===== config.mk =====
export PLATFORM = sky130hd
export DESIGN_NAME = phy_reset_sequencer
export DESIGN_NICKNAME = d
export VERILOG_FILES = /design/src/rtl/phy_reset_sequencer.sv
export SDC_FILE = /design/constraint.sdc
export NUM_CORES = 1
export LEC_CHECK = 0
export BUFFER_PORTS_ARGS = -buffer_cell sky130_fd_sc_hd__clkbuf_2
export CAP_MARGIN = 20
export CORE_ASPECT_RATIO = 1.2
export CORE_MARGIN = 2
export CORE_UTILIZATION = 68
export CTS_BUF_LIST = sky130_fd_sc_hd__clkbuf_4 sky130_fd_sc_hd__clkbuf_8
export CTS_CLUSTER_SIZE = 16
export DETAILED_ROUTE_END_ITERATION = 8
export GPL_TIMING_DRIVEN = 0
export PLACE_DENSITY = 0.88
export SETUP_SLACK_MARGIN = 0.5
export SYNTH_ARGS = -nofsm -noshare
export SYNTH_HDL_FRONTEND = slang
export SYNTH_SLANG_ARGS = --single-unit

===== constraint.sdc =====
create_clock -name clk -period 3.9 [get_ports clk]
set_input_delay 0.585 -clock clk [delete_from_list [all_inputs] [get_ports clk]]
set_output_delay 0.585 -clock clk [all_outputs]
set_load 0.005 [all_outputs]

===== src/rtl/phy_reset_sequencer.sv =====
// Purpose: holds N_CH PHYs in reset until the PLL is stably locked, then releases and qualifies each channel.
// Latency: phy_reset_b rises LOCK_FILT+HOLD_CYCLES edges after lock starts; ready follows SETTLE_CYCLES edges later.
// Backpressure: none; all inputs are sampled every cycle and all outputs are plain registers.
module phy_reset_sequencer #(
    parameter int N_CH          = 2,
    parameter int CW            = 24,
    parameter int HOLD_CYCLES   = 1250000,
    parameter int SETTLE_CYCLES = 625000,
    parameter int LOCK_FILT     = 1024
) (
    input  logic            clk,
    input  logic            rst_n,
    input  logic            pll_locked,
    input  logic [N_CH-1:0] soft_rst,
    input  logic            clr_status,
    output logic [N_CH-1:0] phy_reset_b,
    output logic [N_CH-1:0] ready,
    output logic            locked_ok,
    output logic            lock_lost,
    output logic [7:0]      restart_cnt
);

    // Lock filter counter only needs to reach LOCK_FILT, where it saturates.
    localparam int LW = (LOCK_FILT < 1) ? 1 : $clog2(LOCK_FILT + 1);
    localparam logic [LW-1:0] LOCK_MAX    = LW'(LOCK_FILT);
    localparam logic [CW-1:0] HOLD_LAST   = CW'(HOLD_CYCLES - 1);
    localparam logic [CW-1:0] SETTLE_LAST = CW'(SETTLE_CYCLES - 1);

    typedef enum logic [1:0] {
        ST_HOLD   = 2'd0,
        ST_SETTLE = 2'd1,
        ST_RUN    = 2'd2
    } ch_state_t;

    // ------------------------------------------------------------------
    // Lock filter: lock is declared only after LOCK_FILT consecutive
    // locked samples; a single unlocked sample drops it immediately.
    // ------------------------------------------------------------------
    logic [LW-1:0] lock_cnt;
    logic [LW-1:0] lock_cnt_nxt;
    logic          locked_ok_nxt;

    // Next filter count and filtered lock flag.
    always_comb begin
        lock_cnt_nxt  = '0;
        locked_ok_nxt = 1'b0;
        if (pll_locked) begin
            if (lock_cnt == LOCK_MAX) begin
                lock_cnt_nxt = lock_cnt;
            end else begin
                lock_cnt_nxt = lock_cnt + 1'b1;
            end
            locked_ok_nxt = (lock_cnt_nxt == LOCK_MAX);
        end
    end

    // Filter state register.
    always_ff @(posedge clk) begin
        if (!rst_n) begin
            lock_cnt  <= '0;
            locked_ok <= 1'b0;
        end else begin
            lock_cnt  <= lock_cnt_nxt;
            locked_ok <= locked_ok_nxt;
        end
    end

    // ------------------------------------------------------------------
    // Diagnostics: a loss event is the edge where the filtered lock
    // drops. A clear arriving with a loss still records that loss.
    // ------------------------------------------------------------------
    logic       loss_evt;
    logic       lock_lost_nxt;
    logic [7:0] restart_cnt_nxt;

    // Sticky loss flag and saturating restart counter update.
    always_comb begin
        loss_evt        = locked_ok && !locked_ok_nxt;
        lock_lost_nxt   = lock_lost;
        restart_cnt_nxt = restart_cnt;
        if (clr_status && loss_evt) begin
            lock_lost_nxt   = 1'b1;
            restart_cnt_nxt = 8'd1;
        end else if (clr_status) begin
            lock_lost_nxt   = 1'b0;
            restart_cnt_nxt = 8'd0;
        end else if (loss_evt) begin
            lock_lost_nxt = 1'b1;
            if (restart_cnt != 8'hFF) begin
                restart_cnt_nxt = restart_cnt + 8'd1;
            end
        end
    end

    // Diagnostic registers.
    always_ff @(posedge clk) begin
        if (!rst_n) begin
            lock_lost   <= 1'b0;
            restart_cnt <= 8'd0;
        end else begin
            lock_lost   <= lock_lost_nxt;
            restart_cnt <= restart_cnt_nxt;
        end
    end

    // ------------------------------------------------------------------
    // Per-channel sequencer. Loss of filtered lock forces every channel
    // back to HOLD on the same edge; soft_rst only affects its own lane.
    // Output pins are registered from the next state so they change on
    // the same edge as the state itself.
    // ------------------------------------------------------------------
    for (genvar ch = 0; ch < N_CH; ch++) begin : g_ch
        ch_state_t state;
        ch_state_t state_nxt;
        logic [CW-1:0] cnt;
        logic [CW-1:0] cnt_nxt;
        logic          rst_b_q;
        logic          rdy_q;

        // Next-state and counter logic, highest-priority cause first.
        always_comb begin
            state_nxt = state;
            cnt_nxt   = cnt;
            if (!locked_ok) begin
                state_nxt = ST_HOLD;
                cnt_nxt   = '0;
            end else if (soft_rst[ch]) begin
                // Holding soft_rst in HOLD pins the counter at zero, so
                // the hold time is measured from its deassertion.
                state_nxt = ST_HOLD;
                cnt_nxt   = '0;
            end else begin
                case (state)
                    ST_HOLD: begin
                        if (cnt == HOLD_LAST) begin
                            state_nxt = ST_SETTLE;
                            cnt_nxt   = '0;
                        end else begin
                            cnt_nxt = cnt + 1'b1;
                        end
                    end
                    ST_SETTLE: begin
                        if (cnt == SETTLE_LAST) begin
                            state_nxt = ST_RUN;
                            cnt_nxt   = '0;
                        end else begin
                            cnt_nxt = cnt + 1'b1;
                        end
                    end
                    ST_RUN: begin
                        cnt_nxt = '0;
                    end
                    default: begin
                        state_nxt = ST_HOLD;
                        cnt_nxt   = '0;
                    end
                endcase
            end
        end

        // Channel state, counter and output pin registers.
        always_ff @(posedge clk) begin
            if (!rst_n) begin
                state   <= ST_HOLD;
                cnt     <= '0;
                rst_b_q <= 1'b0;
                rdy_q   <= 1'b0;
            end else begin
                state   <= state_nxt;
                cnt     <= cnt_nxt;
                rst_b_q <= (state_nxt != ST_HOLD);
                rdy_q   <= (state_nxt == ST_RUN);
            end
        end

        assign phy_reset_b[ch] = rst_b_q;
        assign ready[ch]       = rdy_q;
    end

endmodule


# Word level (Yosys, flattened, before mapping)
# Index checks and enable logic that the tools add are counted.
# W data, S select, Z words.
# op_classes
muxes	26
n_bitwise	2
reduce_logical	15
addsub	4
n_eq_ne	13
# ops
cell	n
$mux W24	4
$pmux W24 S2	2
$add A24 B1 Y24 const B	2
$eq A24 B20 Y1 const B	2
$eq A24 B21 Y1 const B	2
$eq A11 B11 Y1 const B	2
$mux W11	2
$mux W2	8
$pmux W2 S3	2
$add A11 B1 Y11 const B	1
$reduce_or A3 Y1	3
$add A8 B1 Y8 const B	1
$eq A2 B2 Y1 const B	4
$mux W1	8
$ne A8 B8 Y1 const B	1
$reduce_and A2 Y1	3
$reduce_bool A3 Y1	2
$eq A2 B1 Y1 const B	2
$logic_not A2 Y1	2
$reduce_bool A2 Y1	2
$logic_and A1 B1 Y1	2
$not A1 Y1	2
$logic_not A1 Y1	1
# word_totals
register_bits	77

# Depth between registers and ports, before layout
# Gate-level depths: netlist of run 1.
# logic_depth
depth_word	10
depth_mapped	10
ltp_nobuf	9

# Worst setup path after synthesis of run 1
# OpenSTA, ideal clock, no wires.
# synth_timing
path_type	register to register
start	register lock_cnt[0]
end	register restart_cnt[4]
t_required_ns	3.830
path_stages_with_launch	9
setup_slack_ns	1.759
period_less_slack_ns	2.141
setup_ns	0.070
n_path_buf	0
arrival_ns	2.072
cell_sequence	dfxtp_1 -> ha_1 -> and4_1 -> nand4_1 -> xor2_1 -> a2111oi_2 -> and2_4 -> or4_1 -> a21oi_1
# synth_between
elab_chain_cells	9
elab_cells_between_ends	11
# synth_rtl
item	line_no	source
from (decl)	39	logic [LW-1:0] lock_cnt;
from (signal assigned)	63	lock_cnt <= lock_cnt_nxt;
$add A11 B1 Y11 or $eq A11 B11 Y1 (tied branches)	51, 48	
$mux W11 *	48	if (lock_cnt == LOCK_MAX) begin
$mux W11 *	47	if (pll_locked) begin
$eq A11 B11 Y1 *	53	locked_ok_nxt = (lock_cnt_nxt == LOCK_MAX);
$mux W1 *	47	
$logic_not A1 Y1 *	78	loss_evt = locked_ok && !locked_ok_nxt;
$logic_and A1 B1 Y1 *	78	
$logic_and A1 B1 Y1	81	if (clr_status && loss_evt) begin
$reduce_or A3 Y1 (no source line)	-	
to (signal assigned)	102	restart_cnt <= restart_cnt_nxt;
to (decl)	20	output logic [7:0] restart_cnt
# Mark *: on every way between the ends. The rest lies on a longest branch, timed or not. The select of a mux whose other input is x is not followed.
# A chain may end at the register's enable or synchronous reset.

# Worst setup path after layout of run 1
# layout_timing
start	register lock_cnt[0]
end	register restart_cnt[7]
# The elaborated chain is that of the path after synthesis.

==> results of run 1 <==
==> state kept, by name, indices dropped and copies added, names as in the netlist <==
register and cells:
g_ch.state 4, restart_cnt 8, g_ch.rst_b_q 2, lock_lost 1
lock_cnt 11, locked_ok 1, g_ch.cnt 48, g_ch.rdy_q 2
==> layout by cell type (no fill, tap or decap), drive strengths merged, types with 4 or more instances in the layout <==
cell / netlist / layout
and4: 5 / 5
ha: 5 / 5
buf: 9 / 9
nor4b: 6 / 6
xnor2: 25 / 25
nand2b: 8 / 8
nand4: 15 / 15
bufinv: 0 / 4
xor2: 30 / 30
a21oi: 7 / 7
nand3: 23 / 23
clkbuf: 8 / 37
dfxtp: 77 / 77
nor3: 11 / 11
mux2i: 5 / 5
nand2: 24 / 24
nor4: 4 / 4
nor2: 69 / 69
inv: 4 / 4
and3: 25 / 25
==> worst register-to-register path, stage by stage, from the launching register on <==
cell and delay [ps]:
dfxtp_1 480, ha_1 280, and4_1 290, nand4_1 130, xor2_1 180, a2111oi_2 420, and2_4 240, buf_6 140
o311ai_1 110, o41ai_1 100
==> area by class of cell <==
class / count / area share (%)
repair buffers: 19 / 2.36
plain buffers: 17 / 2.42
multi-input cells: 306 / 48.0
clock inverters: 6 / 3.32
clock buffers: 10 / 3.41
inverters: 4 / 0.372
flip-flops and latches: 77 / 38.2
well taps: 62 / 1.92
==> power by group <==
| group | switching (mW) | total (mW) | leakage, nW | internal, mW |
|---|---|---|---|---|
| clock network | 0.293 | 0.800 | 0.136 | 0.507 |
| logic | 0.0108 | 0.0178 | 0.699 | 0.00692 |
| registers | 0.00196 | 0.788 | 0.620 | 0.786 |
==> per-stage QoR <==
step | power, mW | instance area (µm²) | std cells | utilization [%] | hold slack [ps]
after floorplan | 0.816 | 3590 | 404 | - | 413
after global placement | 0.823 | 3760 | 485 | 72.5 | 425
after detailed placement | 0.824 | 3760 | 485 | 72.5 | 434
after CTS | 1.61 | 4040 | 501 | 77.8 | 449
after global routing | 1.64 | 4040 | 501 | 77.8 | 456
final | 1.61 | 4040 | 501 | 77.8 | 444
==> logic make-up (layout without fill, tap and decap cells) <==
| group | count (synthesis) | count (layout) | share of synthesized area, % |
|---|---|---|---|
| buffers and inverters | 21 | 56 | 3.14 |
| muxes | 5 | 5 | 1.39 |
| and+or+nand+nor | 214 | 214 | 31.8 |
| xor gates and xnor gates | 55 | 55 | 13.4 |
| adders and majority gates | 5 | 5 | 1.74 |
| DFF | 77 | 77 | 42.9 |
| AOI/OAI and AO/OA | 27 | 27 | 5.58 |
==> worst paths after layout <==
check / start / to / cells after the start
max: lock_cnt[0]$_SDFF_PN0_ / restart_cnt[7]$_SDFFE_PP0P_ / 9
max reg2reg: lock_cnt[0]$_SDFF_PN0_ / restart_cnt[7]$_SDFFE_PP0P_ / 9
min: g_ch[0].cnt[0]$_SDFF_PP0_ / g_ch[0].cnt[0]$_SDFF_PP0_ / 1
min reg2reg: g_ch[0].cnt[0]$_SDFF_PP0_ / g_ch[0].cnt[0]$_SDFF_PP0_ / 1
==> per-layer routing <==
metal | GRT usage [%] | vias up | routed length (µm)
met1 | 29.2 | 1387 | 3170
met2 | 46.1 | 65 | 3640
met4 | 13.1 | 0 | 174
li1 | - | 1467 | -
met5 | 0 | - | 0
met3 | 6.40 | 16 | 250
==> results.json, run 1 <==
{
  "global_route.usage.total_pct": 26.3,
  "dp.final_hpwl_um": 4940,
  "gpl.final_weighted_congestion": 0.854,
  "seq_area_mm2": 0.00154,
  "max-cap-violations": 0,
  "power-per-cell-area_mw_per_mm2": 398,
  "num_vias": 2935,
  "tightestPinTransition_ps": 517,
  "final_number_of_hold_violating_endpoints": 0,
  "overflow_left_after_global_routing": 0,
  "drt_pre_antenna_iters": 4,
  "fp.dieW_um": 70.3,
  "startpoint_type": "register",
  "synth_cells": 404,
  "clk_pin_slew_worst_paths_ps": 80,
  "area_delta_synth_final_pct": 12.4,
  "arr_time_crit_path_ps": 2730,
  "synth-warning-count": 0,
  "multi_input_area_mm2": 0.00194,
  "clk_latency_ps": 370,
  "grt_antenna_before_repair": 0,
  "grt_max_degree": 14,
  "run_status": "finished, final reports clean",
  "final_min_period_over_clock_period_pct": 63.6,
  "irDropWorstVdd_mv": 0.267,
  "achievable-frequency_mhz": 403,
  "placeableCoreArea_mm2": 0.00519,
  "placement.io_buffers": 19,
  "slew_violations": 0,
  "post_synthesis_cell_type_count": 56,
  "row_count": 29,
  "synthesis.nets": 415,
  "wl_per_cell_um": 14.4,
  "timing.final.setup_violations": 0,
  "cp_data_required_time_ps": 4150,
  "worst_path_max_delay_cell": "dfxtp_1",
  "final_sum_of_negative_setup_slack_ps": 0,
  "first_global_vias": 2875,
  "grt_setup_unrepaired": "false",
  "critical_path.endpoint_type": "register",
  "crit_fanout": 10,
  "die_height_um": 83.6,
  "start_util_pct": 69.2,
  "fillers": 350,
  "power.leakage_nw": 1.46,
  "top_reg_cell_synth": "dfxtp_1",
  "ctsLongestPathBuffers": 2,
  "post_cts_resize_count": 0,
  "cts_sinks": 77,
  "antenna_cells_inserted": 0,
  "largest_cells_by_area_after_synthesis": "dfxtp_1 43%, xor2_1 7.3%, nor2_1 7.1%, xnor2_1 6.1%, and3_1 4.4%",
  "post_synth.cell_area_avg_um2": 8.89,
  "tritoncts": "built",
  "cts-hold-fix-buffers": 0,
  "die_area_mm2": 0.00588,
  "tritoncts.num_buffers": 9,
  "r2r_slack_ps": 1420,
  "finClkSkew_ps": 8.85,
  "synth.yosys.seq_area_share_pct": 42.9,
  "mappedNetlistArea_mm2": 0.00359,
  "ys_seq_elements": 77,
  "hold_removal_path_class": "reg2reg",
  "detail_route.vias_per_cell": 5.86,
  "synth_common_cells": "77 x dfxtp_1, 68 x nor2_1, 30 x xor2_1",
  "post-synth-top-area-fraction_pct": 42.9,
  "drt_first_iter_violations": 184,
  "grt_first_pass_wirelength_um": 12500,
  "worstPathCellList": "ha_1 -> and4_1 -> nand4_1 -> xor2_1 -> a2111oi_2 -> and2_4 -> buf_6 -> o311ai_1 -> o41ai_1",
  "place_worst_setup_slack_ps": 1460,
  "drt_wl_total_um": 7230,
  "worst_path_largest_cell_delay_ps": 480,
  "fin_crit_ps": 2480,
  "post-route-worst-setup-slack_ps": 1420,
  "relSlewSlack_pct": 65.1,
  "synth_most_common_cell": "dfxtp_1",
  "cts.repair_timing.setup_buffer_count": 0,
  "asyncSetResetFlopFracSynth_pct": 0,
  "ports_placed_on_the_boundary": 20,
  "synth_largest_area_cell": "dfxtp_1",
  "cts_h_tree_depth": 3,
  "layout.nets": 445,
  "cp.buffers_inverters": 1,
  "criticalPathCategory": "reg2reg",
  "layout-drive-gt1-share_pct": 12.1,
  "ant_nets": 0,
  "drcViolationCount": 0,
  "crit_path_leading_delay_family": "simple AND/OR/NAND/NOR gates",
  "synth_edf_count": 0,
  "clockRootBuffer": "clkbuf_8"
}
Power figures use the tool's default switching activity.
==> run 2, diff against run 1 <==
--- a/config.mk
+++ b/config.mk
@@ -9,12 +9,12 @@
 export CAP_MARGIN = 20
 export CORE_ASPECT_RATIO = 1.2
 export CORE_MARGIN = 2
-export CORE_UTILIZATION = 68
+export CORE_UTILIZATION = 63
 export CTS_BUF_LIST = sky130_fd_sc_hd__clkbuf_4 sky130_fd_sc_hd__clkbuf_8
 export CTS_CLUSTER_SIZE = 16
 export DETAILED_ROUTE_END_ITERATION = 8
 export GPL_TIMING_DRIVEN = 0
-export PLACE_DENSITY = 0.88
+export PLACE_DENSITY = 0.82
 export SETUP_SLACK_MARGIN = 0.5
 export SYNTH_ARGS = -nofsm -noshare
 export SYNTH_HDL_FRONTEND = slang
==> constraint.sdc (replaced) <==
create_clock -name clk -period 2.3 [get_ports clk]
set_input_delay 0.345 -clock clk [delete_from_list [all_inputs] [get_ports clk]]
set_output_delay 0.345 -clock clk [all_outputs]
set_load 0.005 [all_outputs]
==> run 2 against run 1 <==
Net effect: wire length rose by 58%; critical path type unchanged; final cell count rose by 6.4%; clock-buffer cell count rose by 2; core utilization rose by 13 points.
==> results.json, run 2 (synthesized netlist as in run 1, its figures left out) <==
{
  "power-per-cell-area_mw_per_mm2": 525,
  "crit_fanout": 6,
  "row_count": 30,
  "grt_max_degree": 13,
  "timing.final.setup_violations": 0,
  "start_util_pct": 64.2,
  "finClkSkew_ps": 6.19,
  "placement.io_buffers": 19,
  "fin_crit_ps": 2280,
  "run_status": "finished, final reports clean",
  "biggestRegsByFlops": "g_ch.cnt: 48 flops, lock_cnt: 11 flops, restart_cnt: 8 flops",
  "tritoncts": "built",
  "clk_pin_slew_worst_paths_ps": 80,
  "cts_sinks": 77,
  "drt_wl_total_um": 11400,
  "drt_pre_antenna_iters": 5,
  "overflow_left_after_global_routing": 0,
  "final_number_of_hold_violating_endpoints": 0,
  "relSlewSlack_pct": 65.0,
  "cts_h_tree_depth": 3,
  "achievable-frequency_mhz": 439,
  "startpoint_type": "register",
  "power.leakage_nw": 1.79,
  "tightestPinTransition_ps": 522,
  "criticalPathCategory": "reg2reg",
  "final_min_period_over_clock_period_pct": 99.1,
  "multi_input_area_mm2": 0.00255,
  "wl_per_cell_um": 21.4,
  "place_inst": 487,
  "num_vias": 3378,
  "top_register": "g_ch.cnt",
  "ant_nets": 0,
  "hold_removal_path_class": "in2reg",
  "r2r_slack_ps": 20,
  "fp.dieW_um": 72.9,
  "global_route.usage.total_pct": 29.7,
  "layout.nets": 475,
  "irDropWorstVdd_mv": 0.420,
  "critical_path.endpoint_type": "register",
  "placeableCoreArea_mm2": 0.00559,
  "layout.cells.most_common": "dfxtp_1",
  "arr_time_crit_path_ps": 2560,
  "mostFrequentLayoutCells": "56 x dfxtp_1, 34 x nor2_1, 25 x xnor2_1",
  "detail_route.vias_per_cell": 6.34,
  "grt_setup_unrepaired": "true",
  "max-cap-violations": 0,
  "final_sum_of_negative_setup_slack_ps": 0,
  "ports_placed_on_the_boundary": 20,
  "gpl.final_weighted_congestion": 0.808,
  "grt_antenna_before_repair": 0,
  "first_global_vias": 3127,
  "die_area_mm2": 0.00632,
  "drcViolationCount": 0,
  "cp_data_required_time_ps": 2580,
  "ctsLongestPathBuffers": 2,
  "clockRootBuffer": "clkbuf_8",
  "area_delta_synth_final_pct": 40.7,
  "clk_latency_ps": 350,
  "largest_register_ff_count": 48,
  "antenna_cells_inserted": 0,
  "drt_first_iter_violations": 305,
  "slew_violations": 0,
  "dp.final_hpwl_um": 4780,
  "seq_area_mm2": 0.00158,
  "grt_first_pass_wirelength_um": 14700,
  "tritoncts.num_buffers": 9,
  "die_height_um": 86.7,
  "layout-drive-gt1-share_pct": 41.4,
  "fillers": 221,
  "final_instance_count_excl_fillers": 533
}
run 2: cell types whose count changed in the layout (fill, tap and decap cells not counted), moves of 7 or more:
cell and delta:
nor3_1 -7, buf_6 +11, nor2_1 -34, dfxtp_2 +16
buf_4 +18, nand3_1 -7, nor2_4 +22, dfxtp_1 -21
nor2_2 +12
run 2: stage by stage:
stage          util [%]  instance area (µm²)  worst slack, ps  hold WS [ps]  total power, mW
2_1_floorplan         -                 3690              328           421             1.39
3_3_place_gp       69.0                 3860             71.7           433             1.40
3_5_place_dp       69.0                 3860             9.62           437             1.40
4_1_cts            80.7                 4510             84.0           201             2.63
5_1_grt            90.3                 5050            -74.0           232             2.72
6_report           90.3                 5050             19.6           232             2.65
run 2: per-layer routing:
metal,track usage (%),up-vias,wire length [µm]
met5,0,-,0
met4,14.1,0,490
met3,5.35,50,750
met2,51.9,176,5640
met1,34.8,1626,4520
li1,-,1526,-
run 2: worst paths after layout:
kind,start,endpoint,cells after the start
worst min register to register,lock_lost$_SDFFE_PN0P_,lock_lost$_SDFFE_PN0P_,2
worst min-delay path,soft_rst[1],g_ch[1].rdy_q$_SDFF_PN0_,2
worst max-delay path,lock_cnt[0]$_SDFF_PN0_,restart_cnt[5]$_SDFFE_PP0P_,10
worst max register to register,lock_cnt[0]$_SDFF_PN0_,restart_cnt[5]$_SDFFE_PP0P_,10
run 2: cell type report:
class,instances,area share (%)
multi-input cells,306,50.5
flip-flops and latches,77,31.3
repair buffers,49,8.17
plain buffers,17,3.12
clock buffers,12,3.02
clock inverters,4,1.88
well taps,64,1.58
inverters,4,0.396
run 2: where the power goes:
part           internal [mW]  switching [mW]
clock network          0.774           0.500
logic                 0.0194          0.0279
registers               1.33         0.00348
run 2: what timing repair did:
item                       in CTS  in global routing
pin swaps                      40                 28
hold buffers                    0                  0
setup endpoints to repair      66                 66
setup buffers                  16                  9
resized for setup              58                113
cloned                          3                  2
run 2: critical path: stages (launching register included):
cell	delay, ps
dfxtp_4	390
ha_4	140
and4_4	240
nand4_1	150
xor2_2	200
a2111oi_4	420
and2_4	270
buf_6	110
buf_8	100
o31ai_2	60
a21oi_1	140
